[config.mk]
export PLATFORM = sky130hd
export DESIGN_NAME = sync_fifo_param
export DESIGN_NICKNAME = d
export VERILOG_FILES = /design/src/rtl/sync_fifo_param.sv
export SDC_FILE = /design/constraint.sdc
export NUM_CORES = 1
export LEC_CHECK = 0
export ABC_AREA = 1
export ABC_CLOCK_PERIOD_IN_PS = 3100
export BUFFER_PORTS_ARGS = -buffer_cell sky130_fd_sc_hd__buf_2
export CAP_MARGIN = 0
export CORE_MARGIN = 2
export CORE_UTILIZATION = 51
export DETAILED_ROUTE_END_ITERATION = 12
export PLACE_DENSITY = 0.68
export SKIP_CTS_REPAIR_TIMING = 1
export SLEW_MARGIN = 20
export SYNTH_ARGS = -nofsm -noshare
export SYNTH_HDL_FRONTEND = slang
export SYNTH_SLANG_ARGS = --single-unit
[constraint.sdc]
create_clock -name clk -period 3.1 [get_ports clk]
set_clock_uncertainty 0.1 [all_clocks]
set_input_delay 0.62 -clock clk [delete_from_list [all_inputs] [get_ports clk]]
set_output_delay 0.62 -clock clk [all_outputs]
set_load 0.02 [all_outputs]
[src/rtl/sync_fifo_param.sv]
// sync_fifo_param: single-clock FIFO with registered read data, occupancy
// count, programmable almost-full/almost-empty thresholds and sticky
// overflow/underflow flags.
//
// Ports:
//   clk          rising-edge clock
//   rst          synchronous active-high reset
//   wr, din      write request and write data
//   rd           read request
//   clr_err      clears the sticky overflow/underflow flags
//   dout         registered read data, held between reads
//   dout_valid   one-cycle pulse, the cycle after an accepted read
//   empty, full, almost_empty, almost_full   decodes of count
//   count        current occupancy, 0..DEPTH
//   overflow     sticky: a write was rejected
//   underflow    sticky: a read was rejected
//
// Handshake: there is no backpressure on the producer or consumer. A read is
// accepted when rd is high and the FIFO is not empty. A write is accepted
// when wr is high and the FIFO is not full, or when it is full and a read is
// accepted in the same cycle. A rejected request is dropped and only sets
// its sticky error flag. Read data appears on dout one cycle after the
// accepted read, qualified by dout_valid.
module sync_fifo_param #(
  parameter int DWIDTH   = 8,
  parameter int DEPTH    = 16,
  parameter int AF_LEVEL = DEPTH - 2,
  parameter int AE_LEVEL = 2
) (
  input  logic                     clk,
  input  logic                     rst,
  input  logic                     wr,
  input  logic                     rd,
  input  logic [DWIDTH-1:0]        din,
  input  logic                     clr_err,
  output logic [DWIDTH-1:0]        dout,
  output logic                     dout_valid,
  output logic                     empty,
  output logic                     full,
  output logic                     almost_empty,
  output logic                     almost_full,
  output logic [$clog2(DEPTH):0]   count,
  output logic                     overflow,
  output logic                     underflow
);

  localparam int AW = $clog2(DEPTH);
  localparam int CW = AW + 1;

  localparam logic [CW-1:0] FULL_C = CW'(DEPTH);
  localparam logic [CW-1:0] AF_C   = CW'(AF_LEVEL);
  localparam logic [CW-1:0] AE_C   = CW'(AE_LEVEL);

  logic [DWIDTH-1:0] mem [DEPTH];
  logic [AW-1:0]     wptr;
  logic [AW-1:0]     rptr;
  logic              rd_acc;
  logic              wr_acc;
  logic              ovf_set;
  logic              unf_set;

  // Flags decode the registered count only, so they never glitch on inputs.
  assign empty        = (count == '0);
  assign full         = (count == FULL_C);
  assign almost_empty = (count <= AE_C);
  assign almost_full  = (count >= AF_C);

  assign rd_acc  = rd & ~empty;
  // When full, a write can only go in because the accepted read frees a slot
  // at the same edge.
  assign wr_acc  = wr & (~full | rd_acc);
  assign ovf_set = wr & full & ~rd_acc;
  assign unf_set = rd & empty;

  // Storage is not reset; stale contents are unreachable once the pointers
  // and count are cleared.
  always_ff @(posedge clk) begin
    if (!rst && wr_acc) begin
      mem[wptr] <= din;
    end
  end

  always_ff @(posedge clk) begin
    if (rst) begin
      wptr       <= '0;
      rptr       <= '0;
      count      <= '0;
      dout       <= '0;
      dout_valid <= 1'b0;
      overflow   <= 1'b0;
      underflow  <= 1'b0;
    end else begin
      dout_valid <= rd_acc;
      if (wr_acc) begin
        wptr <= wptr + AW'(1);
      end
      if (rd_acc) begin
        // Non-blocking read of mem returns the pre-edge contents, so a
        // same-address write in this cycle is not forwarded.
        dout <= mem[rptr];
        rptr <= rptr + AW'(1);
      end
      case ({wr_acc, rd_acc})
        2'b10:   count <= count + CW'(1);
        2'b01:   count <= count - CW'(1);
        default: count <= count;
      endcase
      // A new error wins over a clear arriving in the same cycle.
      overflow  <= ovf_set | (overflow  & ~clr_err);
      underflow <= unf_set | (underflow & ~clr_err);
    end
  end

endmodule

==> flow_summary.json, run 1 <==
{
  "status": "finished, final reports clean",
  "vdd_drop_max_mv": 0.341,
  "end_kind": "register",
  "numCtsBuffers": 17,
  "track_usage": 0.228,
  "mappedNetlistArea_mm2": 0.00628,
  "clock.fmax_mhz": 423,
  "mostFrequentLayoutCells": "edfxtp_1 (128), nor2_1 (104), o21ai_0 (62)",
  "syn_inst": 533,
  "synth_top_area_frac": 0.612,
  "core_mm2": 0.0120,
  "crit_slowest_cell": "nor2_1",
  "yosysTopAreaCell": "edfxtp_1",
  "ys_seq_area_frac": 0.688,
  "vias_per_cell": 6.02,
  "cts.path.max_buffers": 2,
  "clkTransAtPathRegs_ps": 60,
  "layout-drive-gt1-share": 0.147,
  "grt_remaining_overflow": 0,
  "cts_root_buffer": "clkbuf_16",
  "hpwl_mm": 9.32,
  "cts_tree": "built",
  "die_h_um": 115,
  "synth_warnings": 0,
  "nNetsFinal": 579,
  "fillers": 974,
  "cap_viol_max_count": 0,
  "critPathTopFamily": "simple AND/OR/NAND/NOR gates",
  "whs_ps": 365,
  "relSlewSlack": 0.284,
  "final_common_cell": "edfxtp_1",
  "rsz0062_at_grt": "no",
  "drc": 0,
  "grt_pass1_vias": 4087,
  "n_antenna_cell": 0,
  "slew_viol_final": 0,
  "port_buffers": 32,
  "holdCritPathClass": "input port to register",
  "period_share": 0.763,
  "p_leak_uw": 0.00250,
  "required_ps": 3060,
  "clk_latency_ps": 430,
  "powerDensity_mw_per_mm2": 775,
  "critical_path_class": "register to register",
  "worst_path_most_repeated_cell": "nor2_4",
  "crit_chain": "nor2_4 > nand2_2 > nor2_4 > a21oi_4 > nand2_1 > nor2_1",
  "syn_nets": 553,
  "synthDistinctLibCells": 29,
  "wl_per_cell_um": 19.8,
  "routed_wl_mm": 14.2,
  "num_io_pins": 33,
  "setup-tns-final_ps": 0,
  "grt_pass1_wl_mm": 22.1,
  "finalHoldViolCount": 0,
  "area_growth_pct": 12.6,
  "first_iter_violations": 450,
  "rows": 40,
  "start_util": 0.523,
  "critPathMaxFanout": 8,
  "syn_avg_cell_area_um2": 11.8,
  "via_count": 4325,
  "slowest_delay_ps": 640,
  "gp_congestion": 0.892,
  "period_minus_slack_ps": 2360,
  "setup_viol": 0,
  "worst_pin_slew_ps": 1070,
  "first_pass_iters": 7,
  "clkSinkCount": 152,
  "antenna_found_initial": 0,
  "postRouteAntennaNets": 0,
  "die_w_um": 115,
  "startpoint_type": "register",
  "cts_max_level": 4,
  "grt_max_degree": 67,
  "arrival_ps": 2320,
  "synthTopCellsByArea": "edfxtp_1 (61%), dfxtp_1 (7.6%), nor2_1 (6.2%)",
  "cp.buffers_inverters": 0,
  "die_area_mm2": 0.0132,
  "synth-seq-cells": 152
}
-- metrics by stage --
stage          area, um2  instances   util  worst slack [ps]  power (uW)
5_1_grt             7070        718  0.589               543        5690
3_5_place_dp        6490        687  0.540               598        3470
3_3_place_gp        6490        687  0.540               631        3440
6_report            7070        718  0.589               736        5480
2_1_floorplan       6280        533      -              1050        3170
4_1_cts             7070        718  0.589               752        5490
-- layer usage --
layer	track usage	wire length [um]	vias up
li1	-	-	1973
met1	0.324	6250	2070
met2	0.344	6470	253
met3	0.0496	1180	29
met4	0.0948	348	0
met5	0	0	-
-- cells in the mapped netlist (all sizes together) --
cell type,n
buf,13
nor2,108
edfxtp,128
o221ai,22
nor3b,1
o22ai,10
ha,7
o21ai,75
a21oi,13
a31oi,1
inv,34
clkinv,1
nand3,29
clkbuf,15
dfxtp,24
nand2,35
xor2,3
nor3,1
nand4,3
o211ai,10
-- worst min-delay path: cells and delay by family --
family	cells	cell delay [ps]
compound gates	1	60
simple gates	1	50
buf+inv	2	120
-- registers in the layout (all words and copies together), names as in the netlist --
register,count
mem,128
dout,8
count,5
rptr,4
wptr,4
dout_valid,1
overflow,1
underflow,1
-- layout make-up --
class	count	area [um2]	area share
clock buffers	17	425	0.0601
clock inverters	14	159	0.0225
inverters	35	131	0.0186
multi-input cells	318	1670	0.235
flip-flops and latches	152	4330	0.612
well taps	147	184	0.0260
repair buffers	35	183	0.0258
-- cells by family (layout without fill, tap and decap cells) --
family / Yosys count / in the layout / share of synthesized area
AO/OA/AOI/OAI: 131 / 131 / 0.125
XOR/XNOR: 3 / 3 / 0.00418
adder cells (fa/ha/maj): 7 / 7 / 0.0139
buffers and inverters: 63 / 101 / 0.0464
flip-flops: 152 / 152 / 0.688
AND/OR/NAND/NOR: 177 / 177 / 0.122
-- path summary, 6_finish.rpt --
| kind | startpoint | to | slack (ps) | cells after the start |
|---|---|---|---|---|
| worst max-delay path | count[1]$_SDFFE_PP0P_ | mem[15][5]$_DFFE_PP_ | 740 | 6 |
| worst min-delay path | clr_err | underflow$_SDFF_PP0_ | 360 | 4 |
| worst max register to register | count[1]$_SDFFE_PP0P_ | mem[15][5]$_DFFE_PP_ | 740 | 6 |
| worst min register to register | underflow$_SDFF_PP0_ | underflow$_SDFF_PP0_ | 370 | 2 |
-- report_power, final --
part / switching, uW / internal [uW] / leakage [uW] / total, uW
combinational: 784 / 307 / 0.000876 / 1090
sequential: 64.3 / 2290 / 0.00135 / 2360
clock: 784 / 1250 / 0.000272 / 2030
Power figures use the tool's default switching activity.
==> run 2: changes to the inputs <==
--- a/config.mk
+++ b/config.mk
@@ -6,13 +6,13 @@
 export NUM_CORES = 1
 export LEC_CHECK = 0
 export ABC_AREA = 1
-export ABC_CLOCK_PERIOD_IN_PS = 3100
+export ABC_CLOCK_PERIOD_IN_PS = 1970
 export BUFFER_PORTS_ARGS = -buffer_cell sky130_fd_sc_hd__buf_2
 export CAP_MARGIN = 0
 export CORE_MARGIN = 2
 export CORE_UTILIZATION = 51
 export DETAILED_ROUTE_END_ITERATION = 12
-export PLACE_DENSITY = 0.68
+export PLACE_DENSITY = 0.71
 export SKIP_CTS_REPAIR_TIMING = 1
 export SLEW_MARGIN = 20
 export SYNTH_ARGS = -nofsm -noshare
==> constraint.sdc (replaced) <==
create_clock -name clk -period 1.97 [get_ports clk]
set_clock_uncertainty 0.1 [all_clocks]
set_input_delay 0.394 -clock clk [delete_from_list [all_inputs] [get_ports clk]]
set_output_delay 0.394 -clock clk [all_outputs]
set_load 0.02 [all_outputs]
==> flow_summary.json, run 2 (synthesis gave the netlist of run 1 again) <==
{
  "holdCritPathClass": "input port to register",
  "required_ps": 1480,
  "critical_path_class": "register to output pin",
  "r2r_slack_ps": 160,
  "min_from": "clr_err",
  "nNetsFinal": 615,
  "r2r_cells": 13,
  "cts_tree": "built",
  "top_layer": "met4",
  "period_minus_slack_ps": 1880,
  "cap_viol_max_count": 0,
  "critPathMaxFanout": 5,
  "first_pass_iters": 5,
  "wl_per_cell_um": 18.5,
  "vias_per_cell": 5.75,
  "antenna_found_initial": 0,
  "hpwl_mm": 8.80,
  "cts.path.max_buffers": 2,
  "crit_slowest_cell": "dfxtp_1",
  "core_mm2": 0.0120,
  "relSlewSlack": 0.761,
  "clkTransAtPathRegs_ps": 60,
  "largestRegisters": "mem (128), dout (8), count (5)",
  "mostFrequentLayoutCells": "edfxtp_1 (128), nor2_1 (101), o21ai_0 (62)",
  "fillers": 920,
  "critPathTopFamily": "buffers and inverters",
  "slew_viol_final": 0,
  "postRouteAntennaNets": 0,
  "layout-drive-gt1-share": 0.209,
  "holdPathEnd": "underflow$_SDFF_PP0_",
  "crit_cells": 5,
  "rsz0062_at_grt": "no",
  "gp_congestion": 0.916,
  "r2r-end": "count[4]$_SDFFE_PP0P_",
  "reg2reg_from": "count[3]$_SDFFE_PP0P_",
  "period_share": 0.955,
  "startpoint": "count[4]$_SDFFE_PP0P_",
  "n_antenna_cell": 0,
  "clk_latency_ps": 420,
  "p_leak_uw": 0.00272,
  "wl_met1_mm": 5.83,
  "rows": 40,
  "pre_cts_ws_ps": 4.02,
  "startpoint_type": "register",
  "met2WireLength_mm": 6.78,
  "cts_root_buffer": "clkbuf_16",
  "port_buffers": 32,
  "track_usage": 0.224,
  "finalHoldViolCount": 0,
  "largest_reg_flops": 128,
  "end_kind": "output pin",
  "layout_setup_ws_ps": 88.1,
  "final_common_cell": "edfxtp_1",
  "via_count": 4340,
  "die_h_um": 115,
  "worst_pin_slew_ps": 359,
  "vdd_drop_max_mv": 0.806,
  "routed_wl_mm": 14.0,
  "total_power_uw": 8960,
  "powerDensity_mw_per_mm2": 1200,
  "die_area_mm2": 0.0132,
  "first_iter_violations": 383,
  "setup-tns-final_ps": 0,
  "postLayoutCoreUtil": 0.620,
  "cts_max_level": 4,
  "setup_viol": 0,
  "num_io_pins": 33,
  "largest-register": "mem",
  "grt_pass1_vias": 4049,
  "status": "finished, final reports clean",
  "area_growth_pct": 18.6,
  "die_w_um": 115,
  "whs_path_depth": 4,
  "met3WireLength_mm": 1.12,
  "start_util": 0.523,
  "drc": 0,
  "numCtsBuffers": 17,
  "grt_remaining_overflow": 0,
  "arrival_ps": 1390,
  "crit_chain": "inv_1 > buf_4 > nand2_1 > a21oi_1 > buf_2",
  "clkSinkCount": 152,
  "grt_pass1_wl_mm": 21.5,
  "clock.fmax_mhz": 531,
  "cp.buffers_inverters": 3,
  "grt_max_degree": 49,
  "slowest_delay_ps": 310
}
run 2: changes by cell type in the layout (fill, tap and decap cells not counted), moves of 2 or more:
cell and change:
clkinv_2 +3, buf_4 +33, nand3_4 +2, nand3_2 -2, nor2_1 -3, clkinvlp_4 -4, nor2_2 +2, buf_12 +3
run 2: final cells by class:
cell class                      instances  area, um2  area share
Clock buffer                           17        425      0.0571
Clock inverter                         15        183      0.0245
Inverter                               35        131      0.0176
Multi-Input combinational cell        318       1710       0.229
Sequential cell                       152       4330       0.581
Tap cell                              147        184      0.0247
Timing Repair Buffer                   71        490      0.0659
run 2: through the flow:
stage	hold WS, ps	instances	cell area, um2
finish	133	755	7450
global route	145	755	7450
CTS	119	752	7390
detailed placement	353	720	6780
global placement	348	720	6780
floorplan	393	533	6290
run 2: how the worst max path moves through the flow:
stage / endpoint
floorplan: mem[15][0]$_DFFE_PP_
global placement: count[4]$_SDFFE_PP0P_
detailed placement: count[4]$_SDFFE_PP0P_
CTS: count[4]$_SDFFE_PP0P_
global route: count[4]$_SDFFE_PP0P_
finish: almost_empty
run 2: per-layer routing:
metal	vias to the layer above	track usage
met5	-	0
met4	0	0.0876
met2	175	0.351
li1	2045	-
met1	2098	0.301
met3	22	0.0622
run 2: where the power goes:
group          switching [uW]  leakage [uW]  internal [uW]
logic                    1320       0.00107            657
registers                71.2       0.00135           3610
clock network            1210      0.000301           2100
total                    2600       0.00272           6360
run 2: tightest hold or removal path, cell delays in order:
cell and delay (ps):
buf_2 70, inv_1 40, nand2_1 50, a21oi_1 50
==> run 3: changes to the inputs <==
--- a/config.mk
+++ b/config.mk
@@ -13,8 +13,10 @@
 export CORE_UTILIZATION = 51
 export DETAILED_ROUTE_END_ITERATION = 12
 export PLACE_DENSITY = 0.71
+export REMOVE_ABC_BUFFERS = 1
 export SKIP_CTS_REPAIR_TIMING = 1
 export SLEW_MARGIN = 20
 export SYNTH_ARGS = -nofsm -noshare
 export SYNTH_HDL_FRONTEND = slang
 export SYNTH_SLANG_ARGS = --single-unit
+export TNS_END_PERCENT = 5
==> flow_summary.json, run 3 (synthesis gave the netlist of run 1 again) <==
{
  "status": "finished, final reports clean",
  "period_share": 0.965,
  "arrival_ps": 1410,
  "worst_pin_slew_ps": 361,
  "mostFrequentLayoutCells": "edfxtp_1 (128), nor2_1 (104), o21ai_0 (62)",
  "vdd_drop_max_mv": 0.550,
  "p_leak_uw": 0.00271,
  "cap_viol_max_count": 0,
  "postLayoutCoreUtil": 0.617,
  "setup_viol": 0,
  "grt_remaining_overflow": 0,
  "cts.path.max_buffers": 2,
  "holdCritPathClass": "input port to register",
  "clk_latency_ps": 420,
  "largest_reg_flops": 128,
  "die_h_um": 115,
  "powerDensity_mw_per_mm2": 1190,
  "antenna_found_initial": 0,
  "period_minus_slack_ps": 1900,
  "die_w_um": 115,
  "setup-tns-final_ps": 0,
  "start_util": 0.523,
  "area_growth_pct": 17.9,
  "drc": 0,
  "first_iter_violations": 444,
  "n_antenna_cell": 0,
  "critical_path_class": "register to output pin",
  "finalNonFillerCells": 754,
  "numCtsBuffers": 17,
  "grt_pass1_vias": 4217,
  "routed_wl_mm": 14.0,
  "clkTransAtPathRegs_ps": 60,
  "core_mm2": 0.0120,
  "finalHoldViolCount": 0,
  "fillers": 920,
  "die_area_mm2": 0.0132,
  "critPathMaxFanout": 5,
  "clock.fmax_mhz": 526,
  "grt_max_degree": 50,
  "cts_tree": "built",
  "slew_viol_final": 0,
  "wl_per_cell_um": 18.6,
  "grt_pass1_wl_mm": 22.2,
  "final_common_cell": "edfxtp_1",
  "largest-register": "mem",
  "track_usage": 0.226,
  "cts_max_level": 4,
  "via_count": 4327,
  "vias_per_cell": 5.74,
  "clkSinkCount": 152,
  "rows": 40,
  "first_pass_iters": 8,
  "startpoint_type": "register",
  "required_ps": 1480,
  "hpwl_mm": 9.11,
  "largestRegisters": "mem (128), dout (8), count (5)",
  "num_io_pins": 33,
  "layout-drive-gt1-share": 0.201,
  "relSlewSlack": 0.759,
  "postRouteAntennaNets": 0,
  "gp_congestion": 0.853,
  "dp_cells": 720,
  "end_kind": "output pin",
  "port_buffers": 32,
  "cts_root_buffer": "clkbuf_16",
  "nNetsFinal": 614
}
[run 3: critical path: stages, from the launching register on]
cell and delay, ps:
dfxtp_2 360, nor2_4 120, nand3_2 120, buf_4 170, inv_1 60, buf_2 160
[run 3: cell type report]
class	instances	area, um2	share of cell area
sequential	152	4330	0.584
multi-input combinational	318	1690	0.229
inverter	35	131	0.0177
timing repair buffer	70	483	0.0652
tap	147	184	0.0248
clock buffer	21	440	0.0595
clock inverter	11	148	0.0199
[run 3: worst paths after layout]
kind / start / endpoint / slack [ps] / cells after the start
setup / recovery: count[3]$_SDFFE_PP0P_ / empty / 70 / 5
hold / removal: clr_err / overflow$_SDFF_PP0_ / 150 / 4
setup reg to reg: count[1]$_SDFFE_PP0P_ / mem[4][5]$_DFFE_PP_ / 120 / 8
hold reg to reg: overflow$_SDFF_PP0_ / overflow$_SDFF_PP0_ / 360 / 2
[run 3: power by group]
part           switching [uW]  total [uW]  internal (uW)
Combinational            1240        1880            638
Sequential               95.3        3710           3610
Clock                    1210        3210           1990
[run 3: metal layers]
layer | vias to the layer above | routed length, um | share of wire | global-route usage
met2 | 138 | 6830 | 0.49 | 0.359
met5 | - | 0 | 0 | 0
met1 | 2117 | 6250 | 0.45 | 0.308
met3 | 18 | 684 | 0.049 | 0.0517
met4 | 0 | 240 | 0.017 | 0.0827
li1 | 2054 | - | - | -
[run 3: metrics by stage]
stage                     setup slack (ps)  power (uW)  cell area, um2  hold WS, ps
after global placement                 181        5520            6770          349
after CTS                             50.6        8760            7360          137
after global routing               -0.0918        9180            7410          155
final                                 68.2        8790            7410          152
after floorplan                       -798        4860            6120          363
after detailed placement              74.4        5570            6770          355
